`src/rtl/ecc_pkg.sv`:
```
`default_nettype none
// +----------------------------------------------------------------------+
// | Module   : ecc_pkg                                                   |
// | Purpose  : Shared extended-Hamming SECDED layout helpers used by     |
// |            both ecc_enc and ecc_dec so their layouts always match.   |
// | Revision : 1.0                                                       |
// +----------------------------------------------------------------------+
package ecc_pkg;

  // Smallest m with 2^m >= m + k + 1 (number of Hamming check bits).
  // Scanning downwards leaves the smallest qualifying value in m.
  function automatic int calc_m(input int k);
    int m;
    m = 0;
    for (int j = 16; j >= 1; j--) begin
      if ((1 << j) >= j + k + 1) m = j;
    end
    return m;
  endfunction

  // True when p is a power of two, i.e. a check-bit position.
  function automatic bit is_pow2(input int p);
    return (p > 0) && ((p & (p - 1)) == 0);
  endfunction

  // Hamming position p (1..n) -> code-word bit index.
  function automatic int pos2bit(input int p, input int p0_lsb);
    return (p0_lsb != 0) ? p : p - 1;
  endfunction

  // Code-word bit index holding the overall parity bit P0.
  function automatic int p0_bit(input int n, input int p0_lsb);
    return (p0_lsb != 0) ? 0 : n;
  endfunction

  // Information bit idx -> Hamming position: idx-th non-power-of-two
  // position counting upward from 3.
  function automatic int data_pos(input int idx);
    int cnt;
    int pos;
    cnt = 0;
    pos = 0;
    for (int p = 3; p < 512; p++) begin
      if (!is_pow2(p)) begin
        if ((cnt == idx) && (pos == 0)) pos = p;
        cnt++;
      end
    end
    return pos;
  endfunction

endpackage
`default_nettype wire

```
`src/rtl/ecc_dec_core.sv`:
```
`default_nettype none
// +----------------------------------------------------------------------+
// | Module   : ecc_dec_core                                              |
// | Purpose  : Combinational SECDED syndrome, parity check, single-bit   |
// |            correction and information-bit extraction.                |
// | Revision : 1.0                                                       |
// +----------------------------------------------------------------------+
module ecc_dec_core
  import ecc_pkg::*;
#(
  parameter int K      = 8,
  parameter int P0_LSB = 1,
  localparam int M     = calc_m(K),
  localparam int N     = M + K
) (
  input  logic [N:0]   i_d,
  output logic [K-1:0] o_q,
  output logic [M-1:0] o_syndrome,
  output logic         o_sb_err,
  output logic         o_db_err,
  output logic         o_sb_fix
);

  logic [M-1:0] w_terms [1:N];
  logic [M-1:0] w_syn;
  logic         w_pc;
  logic         w_in_range;
  logic         w_flip;

  // Each set Hamming position contributes its own index to the syndrome.
  for (genvar gp = 1; gp <= N; gp++) begin : g_syn_terms
    assign w_terms[gp] = i_d[pos2bit(gp, P0_LSB)] ? M'(gp) : '0;
  end

  // XOR-fold the per-position contributions into the syndrome.
  always_comb begin
    w_syn = '0;
    for (int p = 1; p <= N; p++) begin
      w_syn = w_syn ^ w_terms[p];
    end
  end

  assign w_pc       = ^i_d;
  assign w_in_range = (int'(w_syn) <= N);
  // Odd parity plus an in-range non-zero syndrome names the flipped bit.
  assign w_flip     = w_pc && (w_syn != '0) && w_in_range;

  // Only information bits matter at the output, so correction is applied
  // per extracted bit instead of rebuilding the whole code word.
  for (genvar gi = 0; gi < K; gi++) begin : g_extract
    localparam int c_pos = data_pos(gi);
    assign o_q[gi] = i_d[pos2bit(c_pos, P0_LSB)] ^
                     (w_flip && (int'(w_syn) == c_pos));
  end

  assign o_syndrome = w_syn;
  // syndrome 0 with odd parity is a flipped P0: still a single error.
  assign o_sb_err   = w_pc && w_in_range;
  assign o_db_err   = (w_syn != '0) && !(w_pc && w_in_range);
  assign o_sb_fix   = w_flip && !is_pow2(int'(w_syn));

endmodule
`default_nettype wire

```
`src/rtl/ecc_dec.sv`:
```
`default_nettype none
// +----------------------------------------------------------------------+
// | Module   : ecc_dec                                                   |
// | Purpose  : Extended-Hamming SECDED decoder with 0, 1 or 2 cycles of  |
// |            optional pipelining around the combinational core.        |
// | Revision : 1.0                                                       |
// +----------------------------------------------------------------------+
module ecc_dec
  import ecc_pkg::*;
#(
  parameter int K       = 8,
  parameter int P0_LSB  = 1,
  parameter int LATENCY = 0,
  localparam int M      = calc_m(K),
  localparam int N      = M + K
) (
  input  logic         clk_i,
  input  logic         rst_ni,
  input  logic         clkena_i,
  input  logic [N:0]   d_i,
  output logic [K-1:0] q_o,
  output logic [M-1:0] syndrome_o,
  output logic         sb_err_o,
  output logic         db_err_o,
  output logic         sb_fix_o
);

  logic [N:0]   w_core_d;
  logic [K-1:0] w_q;
  logic [M-1:0] w_syn;
  logic         w_sb;
  logic         w_db;
  logic         w_fix;

  if (LATENCY == 2) begin : g_in_reg
    logic [N:0] r_d;
    // Capture the incoming code word ahead of the decode logic.
    always_ff @(posedge clk_i or negedge rst_ni) begin
      if (!rst_ni)       r_d <= '0;
      else if (clkena_i) r_d <= d_i;
    end
    assign w_core_d = r_d;
  end else begin : g_in_comb
    assign w_core_d = d_i;
  end

  ecc_dec_core #(
    .K      (K),
    .P0_LSB (P0_LSB)
  ) u_core (
    .i_d        (w_core_d),
    .o_q        (w_q),
    .o_syndrome (w_syn),
    .o_sb_err   (w_sb),
    .o_db_err   (w_db),
    .o_sb_fix   (w_fix)
  );

  if (LATENCY == 0) begin : g_out_comb
    // Purely combinational: clock, reset and enable have no function here.
    logic w_unused_ctrl;
    assign w_unused_ctrl = ^{clk_i, rst_ni, clkena_i};
    assign q_o        = w_q;
    assign syndrome_o = w_syn;
    assign sb_err_o   = w_sb;
    assign db_err_o   = w_db;
    assign sb_fix_o   = w_fix;
  end else begin : g_out_reg
    logic [K-1:0] r_q;
    logic [M-1:0] r_syn;
    logic         r_sb;
    logic         r_db;
    logic         r_fix;
    // Register decoded data and status flags together.
    always_ff @(posedge clk_i or negedge rst_ni) begin
      if (!rst_ni) begin
        r_q   <= '0;
        r_syn <= '0;
        r_sb  <= 1'b0;
        r_db  <= 1'b0;
        r_fix <= 1'b0;
      end else if (clkena_i) begin
        r_q   <= w_q;
        r_syn <= w_syn;
        r_sb  <= w_sb;
        r_db  <= w_db;
        r_fix <= w_fix;
      end
    end
    assign q_o        = r_q;
    assign syndrome_o = r_syn;
    assign sb_err_o   = r_sb;
    assign db_err_o   = r_db;
    assign sb_fix_o   = r_fix;
  end

endmodule
`default_nettype wire

```
`config.mk`:
```
export PLATFORM = sky130hd
export DESIGN_NAME = ecc_dec
export DESIGN_NICKNAME = d
export VERILOG_FILES = /design/src/rtl/ecc_pkg.sv /design/src/rtl/ecc_dec_core.sv /design/src/rtl/ecc_dec.sv
export SDC_FILE = /design/constraint.sdc
export NUM_CORES = 1
export LEC_CHECK = 0
export CAP_MARGIN = 10
export CORE_AREA = 5 5 42 44
export DETAILED_ROUTE_END_ITERATION = 12
export DIE_AREA = 0 0 47 49
export PLACE_DENSITY_LB_ADDON = 0.15
export SETUP_SLACK_MARGIN = 0.02
export SYNTH_ARGS = -nofsm -noshare
export SYNTH_HDL_FRONTEND = slang
export SYNTH_SLANG_ARGS = --single-unit
export TNS_END_PERCENT = 30
```
`constraint.sdc`:
```
create_clock -name vclk -period 4.6
set_input_delay 0.92 -clock vclk [all_inputs]
set_output_delay 0.92 -clock vclk [all_outputs]
set_load 0.01 [all_outputs]
```
-- Word level (Yosys, flattened, before mapping)
Cells that the tools add are included.
- output and inout port bits: 15
- input port bits: 16
- logic and storage cells: 62
- bits in registers: 0
- $add $sub $neg: 1
- reductions and logical operators: 19
- bitwise logic cells: 20
- magnitude comparators: 2
- mux-type cells: 12
- equal/unequal tests: 8
- operator list (operator ; count):
    XOR 4 bit ; 11
    bitwise AND 5 x 32 -> 32 bit ; 1
    zero test 32 bit ; 1
    == test 4 bit, second input constant ; 6
    two-way mux 4 bit ; 5
    logical AND 1 bit ; 14
    parity 13 bit ; 1
    two-way mux 3 bit ; 4
    == test 4 x 3 -> 1 bit, second input constant ; 2
    XOR 1 bit ; 8
    subtractor 4 x 1 -> 5 bit, second input constant ; 1
    greater-than comparator 4 x 1 -> 1 bit, second input constant ; 1
    <= comparator 4 bit, second input constant ; 1
    two-way mux 2 bit ; 2
    nonzero test 4 bit ; 1
    zero test 1 bit ; 2
    two-way mux 1 bit ; 1

-- Depth between registers and ports, before layout
Gate-level depths: netlist of the first run.
- depth in word-level cells: 18
- mapped depth: 8
- depth with buffers taken out: 8

-- Least setup slack after synthesis of the first run
Ideal clock, no wire load.
- kind: input-to-output
- start: in d_i[12]
- end: out q_o[0]
- path buffers: 1
- path slack: 1245 ps
- cell stages on the path: 7
- required time: 3680 ps
- arrival: 2435 ps
- path through: buf_4 > xnor2_1 > xnor2_2 > xor2_2 > inv_2 > nor4_2 > xor2_1
- word-level cells in the longest chain between the ends: 7
- elaborated cells between the ends (all ways): 10
- those cells by class: order compare: 1; eq/ne: 1; mux: 1; bitwise: 2; reduce/logical: 5
- RTL lines (element ; line ; source):
    start: declaration ; ecc_dec.sv:20 ; input logic [N:0] d_i,
    two-way mux 4 bit * ; ecc_dec_core.sv:32 ; assign w_terms[gp] = i_d[pos2bit(gp, P0_LSB)] ? M'(gp) : '0;
    XOR 4 bit * ; ecc_dec_core.sv:39 ; w_syn = w_syn ^ w_terms[p];
    named net syndrome_o[3] ; ecc_dec.sv:22 ; output logic [M-1:0] syndrome_o,
    parallel branches: the longest is 3 deep, another holds <= comparator 4 bit ; - ;
    logical AND 1 bit * ; ecc_dec_core.sv:53 ; (w_flip && (int'(w_syn) == c_pos));
    XOR 1 bit * ; ecc_dec_core.sv:52 ; assign o_q[gi] = i_d[pos2bit(c_pos, P0_LSB)] ^
    end: declaration ; ecc_dec.sv:21 ; output logic [K-1:0] q_o,
Mark *: on every way through the listed nets, which the timed path passes.

-- Worst setup path in the final report of the first run
- start: in d_i[3]
- end: out q_o[6]
- word-level cells in the longest chain between the ends: 16
- elaborated cells between the ends (all ways): 19
- those cells by class: order compare: 1; eq/ne: 1; mux: 1; bitwise: 11; reduce/logical: 5
- RTL lines (element ; line):
    parallel branches: the longest is 14 deep, another holds <= comparator 4 bit ; -
    logical AND 1 bit * ; ecc_dec_core.sv:53
    XOR 1 bit * ; ecc_dec_core.sv:52
Mark *: on every way between the ends.

==> impl_metrics.yaml, run 1 <==
synth:
  yosys.area_share.simple: 0.2585
  synthAdderAreaFrac: 0
  synth_top_family_by_area: "XOR/XNOR gates"
  synthesis.nets: 91
  synth_xor_area_frac: 0.5397
  synth_common_cells: "18 x xnor2_1, 8 x nor2_1, 7 x nand3_1"
  synth_compound_area_frac: 0.1338
  yosysSeqAreaShare: 0
  syn_avg_cell_area_um2: 7.357
  synth_area_leaders: "xnor2_1 29%, xnor2_2 8.8%, nand3_1 6.3%"
  muxShareOfSynthArea: 0.01814
  synth_top_area_cell: "xnor2_1"
  synthesis.area_um2: 551.8
  synth_most_common_cell: "xnor2_1"
  ys_warn_count: 0
  synth_top_area_share: 0.2857
  synth_cell_types: 25
  synthCells: 75
floorplan:
  rows: 14
  ios: 31
  dieArea_um2: 2303
  die_height_um: 49
  core_area_um2: 1401
  die_x_um: 47
  start_util: 0.3937
cells_and_area:
  nFlopsAndLatches: 0
  clkbuf_count: 0
  drive_above_1_share: 0.1262
  insertedDiodeCount: 0
  seq_area_um2: 0
  fin_nets: 121
  areaGrowthSynthToFinish_pct: 56.24
pwr:
  powerDensity_nw_per_um2: 290.1
  finalPower_uw: 250.1
  power_leakage_nw: 0.3204
  vdd_drop_max_mv: 0.1643
run:
  drv_cap: 0
timing:
  slew_headroom: 0.7242
  maxSlewViolCount: 0
  fmax_mhz: 232.9
  worst_pin_slew_ns: 0.4117
  hold_viol_final: 0
  rsz0062_at_grt: "false"
  fin_crit_ns: 4.293
  finalCritPeriodShare: 0.9332
  setup_viol: 0
  fin_tns_setup_ns: 0
critical_path:
  cp.arrival_ns: 3.37
  path_class: "input port to primary output"
  critPathRequiredTime_ns: 3.68
  cp_cell_sequence: "clkdlybuf4s50_1, xnor2_1, xnor2_2, or3_1, a21oi_1, nand3_1, xnor2_1, clkdlybuf4s50_1"
  cpMaxStageDelayCell: "clkdlybuf4s50_1"
  endpoint_kind: "primary output"
  start_kind: "input port"
  slowest_delay_ns: 0.56
  worstPathMaxFanout: 8
routing:
  drc: 0
  vias: 603
  avgRoutedWirePerCell_um: 11.27
  via_per_inst: 5.067
  totalWireLength_um: 1341
  drt-initial-drc-count: 6
  firstDrtPassIters: 3
  ant_nets: 0
placement:
  io_buffers: 28
  globalplace.congestion: 0.7752
  dp_hpwl_um: 1145
global_routing:
  grt_max_degree: 10
  grt_overflow_total: 0
  grt_pass1_vias: 553
  gr-usage-all-layers: 0.1198
  grt_pass1_wl_um: 2277
  antenna_found_initial: 0
run_status:
  status: "completed"
clock_network:
  post_cts_buffers: 0
min_path:
  hold_path_class: "input port to primary output"
## logic make-up (layout without fill, tap and decap cells)
family,after synthesis,in the layout
xor gates and xnor gates,28,28
and+or+nand+nor,27,27
AOI/OAI and AO/OA,13,13
buffers and inverters,6,34
muxes,1,1
## where the power goes
group          internal (mW)  switching, mW  leakage, nW
clock network              0              0            0
registers                  0              0            0
logic                  0.128          0.122        0.320
## area by class of cell
| class | count | area, um^2 |
|---|---|---|
| fillers | 145 | 539.3 |
| multi-input cells | 69 | 531.8 |
| repair buffers | 30 | 295.3 |
| well taps | 16 | 20.02 |
| inverters | 4 | 15.01 |
## worst max-delay path: cells and delay by family
| family | cells | cell delay [ns] |
|---|---|---|
| buf+inv | 2 | 1.05 |
| xor+xnor | 3 | 0.69 |
| compound gates | 1 | 0.25 |
| simple gates | 2 | 0.46 |
## per-layer routing
metal | global-route usage | vias up | routed length, um | part of all wire
met4 | 0 | 0 | 0 | 0
met5 | 0 | - | 0 | 0
li1 | - | 311 | - | -
met2 | 0.2104 | 17 | 667 | 0.50
met1 | 0.1674 | 275 | 611 | 0.46
met3 | 0.003690 | 0 | 63 | 0.047
## metrics by stage
stage                     instance area [um^2]    util  std cells  hold WS (ns)  worst slack, ns
after global placement                   854.6  0.6098        119         2.949           0.2559
after CTS                                854.6  0.6098        119         2.950           0.1922
after detailed placement                 854.6  0.6098        119         2.941           0.2044
after floorplan                          551.8       -         75         1.920            1.245
final                                    862.1  0.6152        119         2.942           0.3071
after global routing                     862.1  0.6152        119         2.981           0.1009
## path summary, 6_finish.rpt
check | start | end | slack, ns | depth (start not counted)
worst max-delay path | d_i[3] | q_o[6] | 0.31 | 8
worst min-delay path | d_i[5] | q_o[1] | 2.94 | 3
## layout by cell type (no fill, tap or decap)
cell and instances:
clkdlybuf4s50_1 28, xnor2_1 17, nor2_1 8, nand3_1 7, a21oi_1 6, xnor2_2 4, xor2_1 4, o21ai_0 4
nand2_1 3, inv_2 2, xor2_2 2, inv_1 2, and3_1 2, a211oi_1 2, buf_4 2, xnor3_2 1
nor4_2 1, nor3_1 1, nand2b_1 1, nor2b_1 1, or3_1 1, nor2_4 1, and2_1 1, a32oi_1 1
mux2i_1 1
## timing repair
item	in CTS	in global routing
setup endpoints to repair	0	1
resized for setup	0	1
hold buffers	0	0
No activity file was read; power rests on OpenSTA's default activity.
==> inputs of run 2 (changes only) <==
CORE_AREA = default   (was 5 5 42 44)
CORE_MARGIN = 5   (was default)
CORE_UTILIZATION = 37   (was default)
DIE_AREA = default   (was 0 0 47 49)
clock period = 3.8 ns   (was 4.6 ns; I/O delays follow)
==> run 2 against run 1 <==
  * Core utilization grew 11 points
  * Via count up 15%
  * Sequential share of layout area did not move
  * Combinational power is 40% higher
  * Non-clock buffer count increased by 22
  * Hold slack worse by 0.87 ns
  * Count of clock-buffer cells in the layout is the same
  * Sequential cell count unchanged
  * First-iteration DRC count unchanged
  * Routed wire length rose by 21%
  * Largest cell class unchanged
==> impl_metrics.yaml, run 2 (same netlist as run 1, synthesis figures left out) <==
placement:
  dp_hpwl_um: 1386
  dp.cells: 141
  io_buffers: 28
  globalplace.congestion: 0.7615
  pre_cts_ws_ns: -0.2107
critical_path:
  critPathRequiredTime_ns: 3.04
  endpoint_kind: "primary output"
  start_kind: "input port"
  cp.arrival_ns: 2.93
  slowest_delay_ns: 0.49
  worst-path-buf-inv: 3
  worstPathMaxFanout: 6
  path_depth: 9
  path_class: "input port to primary output"
  cp_cell_sequence: "clkdlybuf4s50_1, buf_4, xnor2_1, xnor3_2, nor2_4, xnor2_1, mux2i_1, a21oi_1, dlygate4sd2_1"
  cpMaxStageDelayCell: "xnor3_2"
  path_delay_family: "buffers and inverters"
  path_common_cell: "xnor2_1"
cells_and_area:
  areaGrowthSynthToFinish_pct: 90.70
  post-route-util: 0.7238
  final_cell_count_no_fill: 141
  most-common-layout-cells: "24 x buf_4, 15 x xnor2_1, 15 x clkdlybuf4s50_1, 9 x dlygate4sd2_1, 8 x nor2_1"
  insertedDiodeCount: 0
  fin_nets: 143
  drive_above_1_share: 0.3120
  seq_area_um2: 0
  clkbuf_count: 0
  mostFrequentLayoutCell: "buf_4"
  fillCellCount: 128
  multiInputGateArea_um2: 558.0
  nFlopsAndLatches: 0
timing:
  maxSlewViolCount: 0
  fin_ws_ns: 0.1139
  fin_tns_setup_ns: 0
  fmax_mhz: 271.3
  setup_viol: 0
  hold_viol_final: 0
  worst_pin_slew_ns: 0.3853
  rsz0062_at_grt: "true"
  slew_headroom: 0.7418
  fin_crit_ns: 3.686
  finalCritPeriodShare: 0.9700
floorplan:
  core_area_um2: 1454
  ios: 31
  rows: 14
  die_x_um: 48.62
  die_height_um: 48.62
  dieArea_um2: 2363
  start_util: 0.3795
routing:
  via_per_inst: 4.922
  vias: 694
  drc: 0
  avgRoutedWirePerCell_um: 11.52
  firstDrtPassIters: 4
  drt-initial-drc-count: 6
  ant_nets: 0
  totalWireLength_um: 1624
global_routing:
  grt_overflow_total: 0
  grt_max_degree: 9
  grt_pass1_vias: 704
  antenna_found_initial: 0
  grt_pass1_wl_um: 2842
  gr-usage-all-layers: 0.1388
min_path:
  holdPathEnd: "q_o[0]"
  holdPathStages: 4
  hold_path_class: "input port to primary output"
  min_from: "d_i[3]"
run_status:
  status: "completed"
pwr:
  power_leakage_nw: 0.4891
  powerDensity_nw_per_um2: 331.9
  vdd_drop_max_mv: 0.1645
run:
  drv_cap: 0
clock_network:
  ctsHoldBuffers: 0
## run 2: repair_timing
item	4_1_cts	5_1_grt
resized for setup	13	5
pin swaps	2	1
setup endpoints to repair	11	4
buffers inserted	0	0
endpoints found under the hold margin	0	0
## run 2: metal layers
layer	up-vias	wire, um	GRT usage	part of all wire
met3	4	110	0.02147	0.068
met1	309	630	0.1534	0.39
met4	0	23	0.04484	0.014
met2	25	860	0.2630	0.53
met5	-	0	0	0
li1	356	-	-	-
## run 2: power breakdown
part / total (mW) / switching, mW / internal (mW)
Combinational: 0.349 / 0.164 / 0.185
Clock: 0 / 0 / 0
Sequential: 0 / 0 / 0
Total: 0.349 / 0.164 / 0.185
## run 2: final cells by class
class                      count  share of cell area
tap                           16             0.01902
timing repair buffer          52              0.4364
inverter                       4             0.01427
multi-input combinational     69              0.5303
## run 2: tightest hold or removal path, delay by kind of cell
family	cells	cell delay [ns]
XOR/XNOR	1	0.05
buffers and inverters	3	0.50
## run 2: how the worst max path moves through the flow
stage / startpoint / slack [ns] / end
after floorplan: d_i[12] / 0.76 / q_o[0]
after global placement: d_i[7] / -0.17 / q_o[1]
after detailed placement: d_i[5] / -0.21 / sb_err_o
after CTS: d_i[3] / -0.04 / q_o[6]
after global routing: d_i[2] / -0.005 / sb_fix_o
final: d_i[2] / 0.11 / sb_fix_o
## run 2: metrics by stage
step | instance area, um^2 | hold slack, ns | power (mW)
after CTS | 1035 | 2.422 | 0.3517
after global placement | 1020 | 2.615 | 0.3544
after floorplan | 551.8 | 1.600 | 0.1809
final | 1052 | 2.077 | 0.3493
after global routing | 1052 | 2.131 | 0.3835
after detailed placement | 1020 | 2.625 | 0.3628
